`src/rtl/window_buffer_if.sv`:
```
// Pixel-stream / window handshake bundle between the raster source, the window
// buffer and the downstream Y convolution stage.
interface window_buffer_if #(
  parameter int unsigned BITS_PER_PIXEL = 4
);
  logic                                   sof;
  logic                                   pixel_valid;
  logic [BITS_PER_PIXEL-1:0]              pixel_in;
  logic                                   pixel_ready;
  logic                                   calc_done;
  logic [2:0][2:0][BITS_PER_PIXEL-1:0]    pixels;
  logic                                   calc_enable;
  logic                                   frame_done;

  modport master (
    output sof, pixel_valid, pixel_in, calc_done,
    input  pixel_ready, pixels, calc_enable, frame_done
  );

  modport slave (
    input  sof, pixel_valid, pixel_in, calc_done,
    output pixel_ready, pixels, calc_enable, frame_done
  );
endinterface

```
`src/rtl/window_buffer.sv`:
```
// Raster-scan 3x3 sliding-window buffer feeding the Y convolution stage.
// Define WINDOW_STRIDE3_EN for non-overlapping 3x3 tiles instead of stride 1.
module window_buffer #(
  parameter int unsigned IMG_WIDTH      = 9,
  parameter int unsigned IMG_HEIGHT     = 9,
  parameter int unsigned BITS_PER_PIXEL = 4
) (
  input  logic            clk,
  input  logic            rst,
  window_buffer_if.slave  bus
);

  localparam int unsigned COL_W = (IMG_WIDTH  > 1) ? $clog2(IMG_WIDTH)  : 1;
  localparam int unsigned ROW_W = (IMG_HEIGHT > 1) ? $clog2(IMG_HEIGHT) : 1;
`ifdef WINDOW_STRIDE3_EN
  localparam int unsigned LAST_COL = (IMG_WIDTH  / 3) * 3 - 1;
  localparam int unsigned LAST_ROW = (IMG_HEIGHT / 3) * 3 - 1;
`else
  localparam int unsigned LAST_COL = IMG_WIDTH  - 1;
  localparam int unsigned LAST_ROW = IMG_HEIGHT - 1;
`endif

  typedef logic [BITS_PER_PIXEL-1:0] pix_t;
  typedef enum logic [1:0] {FILL, ISSUE, WAIT} state_t;

  state_t                               state;
  logic [COL_W-1:0]                     col;
  logic [ROW_W-1:0]                     row;
  pix_t                                 line0 [IMG_WIDTH];
  pix_t                                 line1 [IMG_WIDTH];
  logic [2:0][2:0][BITS_PER_PIXEL-1:0]  window;
  logic                                 ready;
  logic                                 enable;
  logic                                 done_pulse;
  logic                                 calc_done_q;
  logic                                 last_q;

  logic                                 accept;
  logic [COL_W-1:0]                     cur_col;
  logic [ROW_W-1:0]                     cur_row;
  logic                                 win_valid;
  logic                                 win_last;
  logic                                 done_edge;

  // Position of the pixel being accepted this cycle; sof forces it to (0,0).
  always_comb begin
    accept    = bus.pixel_valid && ready;
    cur_col   = bus.sof ? '0 : col;
    cur_row   = bus.sof ? '0 : row;
    done_edge = bus.calc_done && !calc_done_q;
`ifdef WINDOW_STRIDE3_EN
    win_valid = ((cur_col % COL_W'(3)) == COL_W'(2)) &&
                ((cur_row % ROW_W'(3)) == ROW_W'(2));
`else
    win_valid = (cur_col >= COL_W'(2)) && (cur_row >= ROW_W'(2));
`endif
    win_last  = (cur_col == COL_W'(LAST_COL)) && (cur_row == ROW_W'(LAST_ROW));
  end

  always_ff @(posedge clk) begin
    if (rst) begin
      state       <= FILL;
      ready       <= 1'b1;
      enable      <= 1'b0;
      done_pulse  <= 1'b0;
      window      <= '0;
      col         <= '0;
      row         <= '0;
      calc_done_q <= 1'b0;
      last_q      <= 1'b0;
      line0       <= '{default: '0};
      line1       <= '{default: '0};
    end else begin
      calc_done_q <= bus.calc_done;
      enable      <= 1'b0;
      done_pulse  <= 1'b0;

      if (accept) begin
        line1[cur_col] <= line0[cur_col];
        line0[cur_col] <= bus.pixel_in;
        for (int r = 0; r < 3; r++) begin
          window[r][0] <= window[r][1];
          window[r][1] <= window[r][2];
        end
        window[0][2] <= line1[cur_col];
        window[1][2] <= line0[cur_col];
        window[2][2] <= bus.pixel_in;

        if (cur_col == COL_W'(IMG_WIDTH - 1)) begin
          col <= '0;
          row <= (cur_row == ROW_W'(IMG_HEIGHT - 1)) ? '0 : cur_row + ROW_W'(1);
        end else begin
          col <= cur_col + COL_W'(1);
          row <= cur_row;
        end
      end

      // Window handshake: issue one pulse, then hold until the stage finishes.
      case (state)
        FILL: begin
          if (accept && win_valid) begin
            state  <= ISSUE;
            ready  <= 1'b0;
            enable <= 1'b1;
            last_q <= win_last;
          end
        end
        ISSUE: state <= WAIT;
        WAIT: begin
          if (done_edge) begin
            state <= FILL;
            ready <= 1'b1;
            if (last_q) begin
              done_pulse <= 1'b1;
              col        <= '0;
              row        <= '0;
            end
          end
        end
        default: begin
          state <= FILL;
          ready <= 1'b1;
        end
      endcase
    end
  end

  assign bus.pixel_ready = ready;
  assign bus.pixels      = window;
  assign bus.calc_enable = enable;
  assign bus.frame_done  = done_pulse;

endmodule

```
`src/flat_wrapper.sv`:
```
// flat-port wrapper written by rule: the top's interface ports become plain ports
module window_buffer_flat 
#(
  parameter int unsigned IMG_WIDTH      = 9,
  parameter int unsigned IMG_HEIGHT     = 9,
  parameter int unsigned BITS_PER_PIXEL = 4
)
  (clk, rst, bus_sof, bus_pixel_valid, bus_pixel_in, bus_calc_done, bus_pixel_ready, bus_pixels, bus_calc_enable, bus_frame_done);
  window_buffer_if #(.BITS_PER_PIXEL(BITS_PER_PIXEL)) bus_i ();
  input  logic clk;
  input  logic rst;
  input wire logic [$bits(bus_i.sof)-1:0] bus_sof;
  input wire logic [$bits(bus_i.pixel_valid)-1:0] bus_pixel_valid;
  input wire logic [$bits(bus_i.pixel_in)-1:0] bus_pixel_in;
  input wire logic [$bits(bus_i.calc_done)-1:0] bus_calc_done;
  output wire logic [$bits(bus_i.pixel_ready)-1:0] bus_pixel_ready;
  output wire logic [$bits(bus_i.pixels)-1:0] bus_pixels;
  output wire logic [$bits(bus_i.calc_enable)-1:0] bus_calc_enable;
  output wire logic [$bits(bus_i.frame_done)-1:0] bus_frame_done;
  assign bus_i.sof = bus_sof;
  assign bus_i.pixel_valid = bus_pixel_valid;
  assign bus_i.pixel_in = bus_pixel_in;
  assign bus_i.calc_done = bus_calc_done;
  assign bus_pixel_ready = bus_i.pixel_ready;
  assign bus_pixels = bus_i.pixels;
  assign bus_calc_enable = bus_i.calc_enable;
  assign bus_frame_done = bus_i.frame_done;
  window_buffer #(.IMG_WIDTH(IMG_WIDTH), .IMG_HEIGHT(IMG_HEIGHT), .BITS_PER_PIXEL(BITS_PER_PIXEL)) u_core (.clk(clk), .rst(rst), .bus(bus_i));
endmodule
```
`config.mk`:
```
export PLATFORM = sky130hd
export DESIGN_NAME = window_buffer_flat
export DESIGN_NICKNAME = d
export VERILOG_FILES = /design/src/rtl/window_buffer_if.sv /design/src/rtl/window_buffer.sv /design/src/flat_wrapper.sv
export SDC_FILE = /design/constraint.sdc
export NUM_CORES = 1
export LEC_CHECK = 0
export ABC_AREA = 1
export CAP_MARGIN = 20
export CELL_PAD_IN_SITES_DETAIL_PLACEMENT = 0
export CELL_PAD_IN_SITES_GLOBAL_PLACEMENT = 1
export CORE_MARGIN = 2
export CORE_UTILIZATION = 45
export DETAILED_ROUTE_END_ITERATION = 8
export PLACE_DENSITY = 0.86
export SYNTH_ARGS = -nofsm -noshare
export SYNTH_HDL_FRONTEND = slang
export SYNTH_SLANG_ARGS = --single-unit
export TNS_END_PERCENT = 50
```
`constraint.sdc`:
```
create_clock -name clk -period 3.1 [get_ports clk]
set_input_delay 0.465 -clock clk [delete_from_list [all_inputs] [get_ports clk]]
set_output_delay 0.465 -clock clk [all_outputs]
set_load 0.02 [all_outputs]
```
=== Yosys cells after proc, flatten, opt, wreduce, memory -nomap -nowiden ===
Cells that the tools add are included.

* Register bits: 123
* Bits of input ports: 9
* Logic and storage cells: 96

* Add/sub/neg operators: 2
* Magnitude comparators: 4
* Eq/ne operators: 6
* Mux-type cells: 31
* Bitwise operators: 5
* Reduce and logical (&&, ||, !) cells: 13

{| class="wikitable"
|+ Operator list
! cell !! number
|-
| bitwise mux 36 bit || 2
|-
| two-way mux 4 bit || 18
|-
| binary-select mux 4 bit (select 4 bit) || 2
|-
| demux 4 bit (select 4 bit) || 1
|-
| adder 4 x 1 -> 4 bit, second input constant || 2
|-
| == test 4 bit, second input constant || 2
|-
| greater-or-equal comparator 4 x 2 -> 1 bit, second input constant || 2
|-
| logical AND 1 bit || 6
|-
| one-hot mux 2 bit (3 select lines) || 1
|-
| greater-or-equal comparator 5 bit, second input constant || 1
|-
| < comparator 5 x 1 -> 1 bit, second input constant || 1
|-
| inverter 4 -> 5 bit || 1
|-
| two-way mux 1 bit || 4
|-
| two-way mux 2 bit || 2
|-
| inequality test 2 x 1 -> 1 bit, second input constant || 2
|-
| inverter 1 bit || 4
|-
| AND reduction 2 bit || 2
|-
| one-hot mux 1 bit (3 select lines) || 1
|-
| AND reduction 3 bit || 1
|-
| OR reduction 3 bit || 1
|-
| == test 2 x 1 -> 1 bit, second input constant || 1
|-
| == test 2 bit, second input constant || 1
|-
| logical NOT 2 bit || 1
|-
| OR reduction 2 bit || 1
|-
| logical NOT 1 bit || 1
|}

=== Logic depth before layout (Yosys ltp) ===
Gate-level depths: netlist of run 1.

* Depth after elaboration: 8
* Mapped depth: 13
* Mapped depth without buffers: 11

=== Least setup slack after synthesis of run 1 ===
Ideal clock, no wire load.

* Path type: input to register
* Start: in bus_sof
* End: reg u_core.line1[30] in the netlist's numbering
* Setup time: 109 ps
* Arrival time: 1901 ps
* Slack: 1090 ps
* Cell stages on the path: 11
* Path buffers: 2
* Cell sequence: nor2_2 -> clkbuf_1 -> ha_1 -> inv_1 -> nor2_1 -> nand2_2 -> inv_2 -> buf_4 -> nand3_1 -> nand2_1 -> inv_1

* Cells in the longest elaborated chain, start to end: 7
* Elaborated cells between the ends (all ways): 11

{| class="wikitable"
|+ RTL lines
! item !! RTL line !! RTL
|-
| start: declaration || flat_wrapper.sv:12 || <nowiki>input wire logic [$bits(bus_i.sof)-1:0] bus_sof;</nowiki>
|-
| two-way mux 4 bit * || window_buffer.sv:48 || <nowiki>cur_col = bus.sof ? '0 : col;</nowiki>
|-
| inverter 4 -> 5 bit (implied by the code) * || window_buffer.sv:79 || <nowiki>line1[cur_col] <= line0[cur_col];</nowiki>
|-
| greater-or-equal comparator 5 bit (implied by the code) / < comparator 5 x 1 -> 1 bit (equally long branches) || window_buffer.sv:79 ||
|-
| logical AND 1 bit (implied by the code) || window_buffer.sv:79 ||
|-
| two-way mux 4 bit (implied by the code) || window_buffer.sv:79 ||
|-
| demux 4 bit (select 4 bit) || window_buffer.sv:79 ||
|-
| bitwise mux 36 bit * || window_buffer.sv:79 ||
|-
| end signal: indexed assignment || window_buffer.sv:79 ||
|-
| end: declaration || window_buffer.sv:30 || <nowiki>pix_t line1 [IMG_WIDTH];</nowiki>
|}

Every way passes the cells marked *; elsewhere a longest branch is shown, timed or not. The select of a mux whose other input is x is not followed.
A chain may end at the register's enable or synchronous reset.

=== Worst setup path in the final report of run 1 ===
* Start: reg u_core.col[0]
* End: reg u_core.line0[12] in the netlist's numbering

* Cells in the longest elaborated chain, start to end: 7
* Elaborated cells between the ends (all ways): 8

{| class="wikitable"
|+ RTL lines
! item !! RTL line !! RTL
|-
| start: declaration || window_buffer.sv:27 || <nowiki>logic [COL_W-1:0] col;</nowiki>
|-
| start signal: assignment || window_buffer.sv:93 || <nowiki>col <= cur_col + COL_W'(1);</nowiki>
|-
| two-way mux 4 bit * || window_buffer.sv:48 ||
|-
| inverter 4 -> 5 bit (implied by the code) * || window_buffer.sv:80 || <nowiki>line0[cur_col] <= bus.pixel_in;</nowiki>
|-
| greater-or-equal comparator 5 bit (implied by the code) / < comparator 5 x 1 -> 1 bit (equally long branches) || window_buffer.sv:80 ||
|-
| logical AND 1 bit (implied by the code) || window_buffer.sv:80 ||
|-
| two-way mux 4 bit (implied by the code) || window_buffer.sv:80 ||
|-
| demux 4 bit (select 4 bit) * || window_buffer.sv:80 ||
|-
| bitwise mux 36 bit * || window_buffer.sv:80 ||
|-
| end signal: indexed assignment || window_buffer.sv:80 ||
|-
| end: declaration || window_buffer.sv:29 || <nowiki>pix_t line0 [IMG_WIDTH];</nowiki>
|}

Every way passes the cells marked *; elsewhere a longest branch is shown, timed or not.

==> results of run 1 <==
area by class of cell:
| cell class | instances | share of cell area (%) |
|---|---|---|
| clock buffers | 20 | 6.66 |
| clock inverters | 12 | 1.49 |
| inverters | 98 | 5.60 |
| multi-input cells | 533 | 37.8 |
| flip-flops and latches | 123 | 36.7 |
| well taps | 168 | 3.14 |
| repair buffers | 61 | 8.59 |
report_power, final:
part           internal [W]  switching [W]  leakage, nW
Sequential          0.00164      0.0000413         1.00
Combinational      0.000158       0.000285         1.73
Clock               0.00111       0.000712        0.265
flip-flops by register name, indices dropped and copies added (netlist names):
signal / flops
u_core.line1: 36
u_core.state: 2
u_core.bus.pixels: 36
u_core.row: 4
u_core.last_q: 1
u_core.bus.frame_done: 1
u_core.col: 4
u_core.line0: 36
u_core.bus.pixel_ready: 1
u_core.calc_done_q: 1
u_core.bus.calc_enable: 1
metrics by stage:
stage	area, um2	utilization, %
5_1_grt	6700	55.6
3_3_place_gp	6160	51.0
4_1_cts	6700	55.6
3_5_place_dp	6160	51.0
2_1_floorplan	5600	-
6_report	6700	55.6
worst paths after layout:
path	from	endpoint	slack, ns	cells past startpoint
worst min register to register	u_core.line0[4]	u_core.line0[4]	0.46	2
worst max-delay path	u_core.col[0]	u_core.line0[12]	0.71	10
worst min-delay path	u_core.line0[4]	u_core.line0[4]	0.46	2
worst max register to register	u_core.col[0]	u_core.line0[12]	0.71	10
layer usage:
metal	vias to the layer above	routed length, um	global-route usage [%]
li1	2614	-	-
met1	2395	6690	29.7
met2	177	7120	39.6
met3	30	983	5.23
met4	0	371	9.96
met5	-	0	0
logic make-up after synthesis:
| logic type | Yosys count | synth area share (%) |
|---|---|---|
| buffers and inverters | 138 | 10.8 |
| adder cells (fa/ha/maj) | 3 | 0.670 |
| flip-flops | 123 | 44.0 |
| AND/OR/NAND/NOR | 363 | 29.0 |
| AO/OA/AOI/OAI | 167 | 15.6 |
cell usage in the layout, fill, tap and decap left out, drive strengths merged, types with 4 or more instances in the layout:
cell type and n:
buf 14, nand3 59, a211oi 6, clkdlybuf4s50 47, clkinv 8, inv 98
nand4 4, o21ai 89, dfxtp 123, nor3 6, clkbuf 20, nor2 132
nand2 159, a21oi 69
critical path, stage by stage, from the launching register on:
cell and delay (ns):
sky130_fd_sc_hd__dfxtp_1 0.66, sky130_fd_sc_hd__inv_1 0.19, sky130_fd_sc_hd__nor2_2 0.22, sky130_fd_sc_hd__buf_4 0.21
sky130_fd_sc_hd__ha_1 0.15, sky130_fd_sc_hd__inv_1 0.04, sky130_fd_sc_hd__nor2_1 0.24, sky130_fd_sc_hd__nand2_4 0.11
sky130_fd_sc_hd__inv_1 0.24, sky130_fd_sc_hd__o21ai_0 0.13, sky130_fd_sc_hd__a21oi_1 0.14
==> flow_summary.toml, run 1 <==
[setup_path]
critical_path.max_fanout = 11
critical_path_class = "register to register"
end_kind = "register"
critPathArrivalTime_ns = 2.75
critPathLaunchType = "register"
timing.critical_path.required_ns = 3.45

[clocking]
clock_latency_ns = 0.42
number_of_cts_inserted_buffers = 17
clk_transition_reported_paths_ns = 0.06
clockBufferDepth = 2
cts_htree_levels = 4
ctsHoldBuffers = 0
post_cts_resize_count = 0
post_cts_buffers = 0
cts.root.buffer_cell = "sky130_fd_sc_hd__clkbuf_16"
numClockSinks = 123
clock_tree_from_tritoncts = "yes"

[yosys]
ys_ff_latch = 123
post_synth_num_cell_types = 30
syn_avg_cell_area_um2 = 7.05
ys_top_cells_by_area = "sky130_fd_sc_hd__dfxtp_1 (44%), sky130_fd_sc_hd__nand2_1 (9.6%), sky130_fd_sc_hd__nor2_1 (8.2%), sky130_fd_sc_hd__o21ai_0 (7.3%), sky130_fd_sc_hd__a21oi_1 (6.1%)"
netlist.area_leader.share_pct = 44.0
yosys_warnings = 0
synth_common_cells = "sky130_fd_sc_hd__nand2_1 (144), sky130_fd_sc_hd__dfxtp_1 (123), sky130_fd_sc_hd__nor2_1 (122)"
netlist_area_um2 = 5600
net_count_synth = 806
ys.flop_type = "sky130_fd_sc_hd__dfxtp_1"
synth_enable_flop_cells = 0
post-synth-top-count-cell = "sky130_fd_sc_hd__nand2_1"
synth_seq_area_share_pct = 44.0
syn_inst = 794
synth.largest_area_cell = "sky130_fd_sc_hd__dfxtp_1"
asyncSetResetFlopFracSynth_pct = 0

[placement]
place_congestion = 0.875
dp_hpwl_um = 10400
placedCellCount = 983
place_worst_setup_slack_ns = 0.335
number_of_port_buffers = 47

[timing]
max_slew.worst_pin.slew_ns = 0.559
timing.final.hold_violations = 0
final.period_utilization_pct = 77.2
drv_slew = 0
timing.setup.tns_ns = 0
layout_setup_ws_ns = 0.706
setup_violations = 0
max_freq_ghz = 0.418
final.setup_skew_ns = 0.00664
min_period_ns = 2.39
grt_setup_unrepaired = "no"
worst_slew_margin_rel_pct = 62.7
finalHoldWorstSlack_ns = 0.461

[grt]
global_route_wire_length_before_repair_um = 24200
via_count_of_the_first_global_routing_pass = 4718
grt_use_total_pct = 23.7
maximum_number_of_pins_on_one_net_before_global_route_repair = 56
antenna_found_initial = 0
globalRoute.totalOverflow = 0

[finish]
ff_latch_area_um2 = 2460
antenna_cells_inserted = 0
multi_input_area_um2 = 2530
post_route_cells_drive_above_1_share_pct = 10.2
final_layout_net_count = 846
final_cells = 1015
final.fill_count = 1190
area.growth.synth_to_final_pct = 19.7

[power]
total_power_w = 0.00395
vdd_ir_drop_max_uv = 321
p_leak_nw = 3.00
pwr_dens_nw_per_um2 = 590

[drt]
via_per_instance_ratio = 5.14
postRouteAntennaNets = 0
drt_pass1_iterations = 7
routed_wl_um = 15200
routed-via-count = 5216
wl_per_cell_um = 14.9
drt_drc_violations_left = 0
detail_route.iter0.violations = 443

[floorplanning]
floorplan.initialDensity_pct = 46.4
die_width_um = 116
chipHeight_um = 116
ios = 48
die_ar_um2 = 13400
design.core.area_um2 = 12100
fp_rows = 40

[hold_path]
hold_class = "register to register"

[job]
number_of_max_cap_violations = 0

[status]
status = "completed"
Note: power is estimated with default switching activity, not from simulation.
==> run 2: changes to the inputs <==
Settings changed: CORE_UTILIZATION 45 to 38, PLACE_DENSITY 0.86 to 0.77.
Clock period 3.1 ns to 2.05 ns, I/O delays scaled along.
==> run 2 against run 1 <==
Effect of this change: critical path depth up 3; total power up 59%; clock skew about the same; worst setup slack worse by 0.58 ns; die area up 18%; sequential share of layout area down 2.7 points; routed wire length up 3.7%; global-route usage down 3.1 points; combinational power up 68%; non-clock buffer count up 47; cell area up 8.0%; critical path type is now primary input to register.
==> flow_summary.toml, run 2 (same netlist as run 1, synthesis figures left out) <==
[status]
status = "completed"

[drt]
routed_wl_um = 15700
wl_per_cell_um = 14.6
drt_pass1_iterations = 5
drt_drc_violations_left = 0
detail_route.iter0.violations = 407
via_per_instance_ratio = 4.92
postRouteAntennaNets = 0
routed-via-count = 5289

[hold_path]
hold_class = "primary input to register"
hold_start = "bus_calc_done"
whs_path_depth = 3
hold_path_end = "u_core.calc_done_q"

[timing]
final.setup_skew_ns = 0.00671
timing.final.hold_violations = 0
finalHoldWorstSlack_ns = 0.436
setup_violations = 0
max_freq_ghz = 0.519
final.period_utilization_pct = 94.0
worst_slew_margin_rel_pct = 70.0
grt_setup_unrepaired = "no"
drv_slew = 0
max_slew.worst_pin.slew_ns = 0.450
min_period_ns = 1.93

[setup_path]
setup.worst_path.start = "bus_sof"
reg2reg_setup_slack_ns = 0.16
end_kind = "register"
crit_chain = "clkdlybuf4s50_1 > buf_4 > inv_6 > buf_4 > nand3_1 > nor2_4 > buf_4 > nand2_1 > nand2_1 > nor2_4 > nand3_1 > nand2_1 > inv_1"
timing.rr.end = "u_core.line1[27]"
r2r_cells = 10
critPathArrivalTime_ns = 2.24
timing.critical_path.required_ns = 2.36
critical_path_class = "primary input to register"
critPathSlowestCell = "sky130_fd_sc_hd__clkdlybuf4s50_1"
cpPeakStageDelay_ns = 0.46
critPathLaunchType = "primary input"
r2r-start = "u_core.col[1]"
critical_path.max_fanout = 10

[grt]
maximum_number_of_pins_on_one_net_before_global_route_repair = 58
antenna_found_initial = 0
grt_use_total_pct = 20.7
global_route_wire_length_before_repair_um = 25500
via_count_of_the_first_global_routing_pass = 4945
globalRoute.totalOverflow = 0

[power]
switching_share_pct = 24.3
power.clock.fraction_pct = 47.8
total_power_w = 0.00630
internal_power_w = 0.00477
pwr_dens_nw_per_um2 = 871
vdd_ir_drop_max_uv = 605
sequentialPowerShare_pct = 40.4
switchingPower_w = 0.00153
p_leak_nw = 3.29
comb_power_share_pct = 11.8

[finish]
final.fill_count = 1429
antenna_cells_inserted = 0
most-common-layout-cells = "sky130_fd_sc_hd__nand2_1 (144), sky130_fd_sc_hd__dfxtp_1 (122), sky130_fd_sc_hd__nor2_1 (121), sky130_fd_sc_hd__inv_1 (86), sky130_fd_sc_hd__o21ai_0 (82)"
post_route_cell_area_um2 = 7240
area.growth.synth_to_final_pct = 29.2
layout.cells.most_common = "sky130_fd_sc_hd__nand2_1"
multi_input_area_um2 = 2540
final_layout_net_count = 893
post_route_cells_drive_above_1_share_pct = 14.9
ff_latch_area_um2 = 2460

[floorplanning]
chipHeight_um = 125
die_width_um = 125
design.core.area_um2 = 14500
ios = 48
die_ar_um2 = 15700
fp_rows = 44
floorplan.initialDensity_pct = 38.7

[clocking]
ctsHoldBuffers = 0
cts.root.buffer_cell = "sky130_fd_sc_hd__clkbuf_16"
clk_transition_reported_paths_ns = 0.05
numClockSinks = 123
number_of_cts_inserted_buffers = 17
post_cts_buffers = 0
clockBufferDepth = 2
clock_latency_ns = 0.42
cts_htree_levels = 4
post_cts_resize_count = 0
clock_tree_from_tritoncts = "yes"

[job]
number_of_max_cap_violations = 0

[placement]
place_congestion = 0.890
dp_hpwl_um = 10900
placed_area_um2 = 6640
number_of_port_buffers = 47
-- run 2: cell types whose count changed in the layout (fill, tap and decap cells not counted), moves of 2 or more --
| cell | delta |
|---|---|
| sky130_fd_sc_hd__clkbuf_8 | +2 |
| sky130_fd_sc_hd__clkinv_4 | -2 |
| sky130_fd_sc_hd__buf_12 | +9 |
| sky130_fd_sc_hd__clkinv_2 | -2 |
| sky130_fd_sc_hd__bufinv_16 | +2 |
| sky130_fd_sc_hd__clkinv_1 | +2 |
| sky130_fd_sc_hd__buf_4 | +38 |
| sky130_fd_sc_hd__clkinvlp_4 | -2 |
| sky130_fd_sc_hd__inv_1 | -2 |
-- run 2: power by group through the flow --
stage	Sequential, W	Combinational [W]	Clock (W)
finish	0.00255	0.000744	0.00301
global route	0.00256	0.000817	0.00319
CTS	0.00255	0.000744	0.00307
detailed placement	0.00260	0.000742	0
global placement	0.00259	0.000737	0
floorplan	0.00264	0.000372	0
-- run 2: through the flow --
step / worst slack [ns] / std cells / util (%) / setup TNS [ns]
4_1_cts: 0.145 / 1076 / 50.0 / 0
2_1_floorplan: 0.157 / 794 / - / 0
3_5_place_dp: -0.284 / 1046 / 45.9 / -9.85
6_report: 0.123 / 1076 / 50.0 / 0
5_1_grt: 0.0122 / 1076 / 50.0 / 0
3_3_place_gp: -0.316 / 1046 / 45.9 / -7.31
-- run 2: per-layer routing --
layer  share of wire [%]  vias to the layer above  wire length (um)  GRT usage, %
met3                 5.0                       34               786          4.54
met5                   0                        -                 0             0
met4                 3.0                        0               478          9.22
li1                    -                     2710                 -             -
met2                  46                      159              7200          33.1
met1                  46                     2386              7270          26.8
-- run 2: critical path: cells and delay by family --
| kind | cells | cell delay [ns] |
|---|---|---|
| and+or+nand+nor | 7 | 0.91 |
| buffers and inverters | 6 | 1.01 |
-- run 2: worst max path at each step --
stage                            endpoint  slack, ns
CTS                       u_core.line0[6]       0.15
floorplan                u_core.line1[30]       0.16
global placement         u_core.line1[27]      -0.32
global route             u_core.line1[27]       0.01
finish                   u_core.line1[27]       0.12
detailed placement  u_core.bus.pixels[23]      -0.28
-- run 2: area by class of cell --
cell class	count	share of cell area [%]
Multi-Input combinational cell	533	35.0
Tap cell	184	3.18
Timing Repair Buffer	108	14.4
Clock inverter	8	1.62
Inverter	98	5.19
Sequential cell	123	34.0
Clock buffer	22	6.55
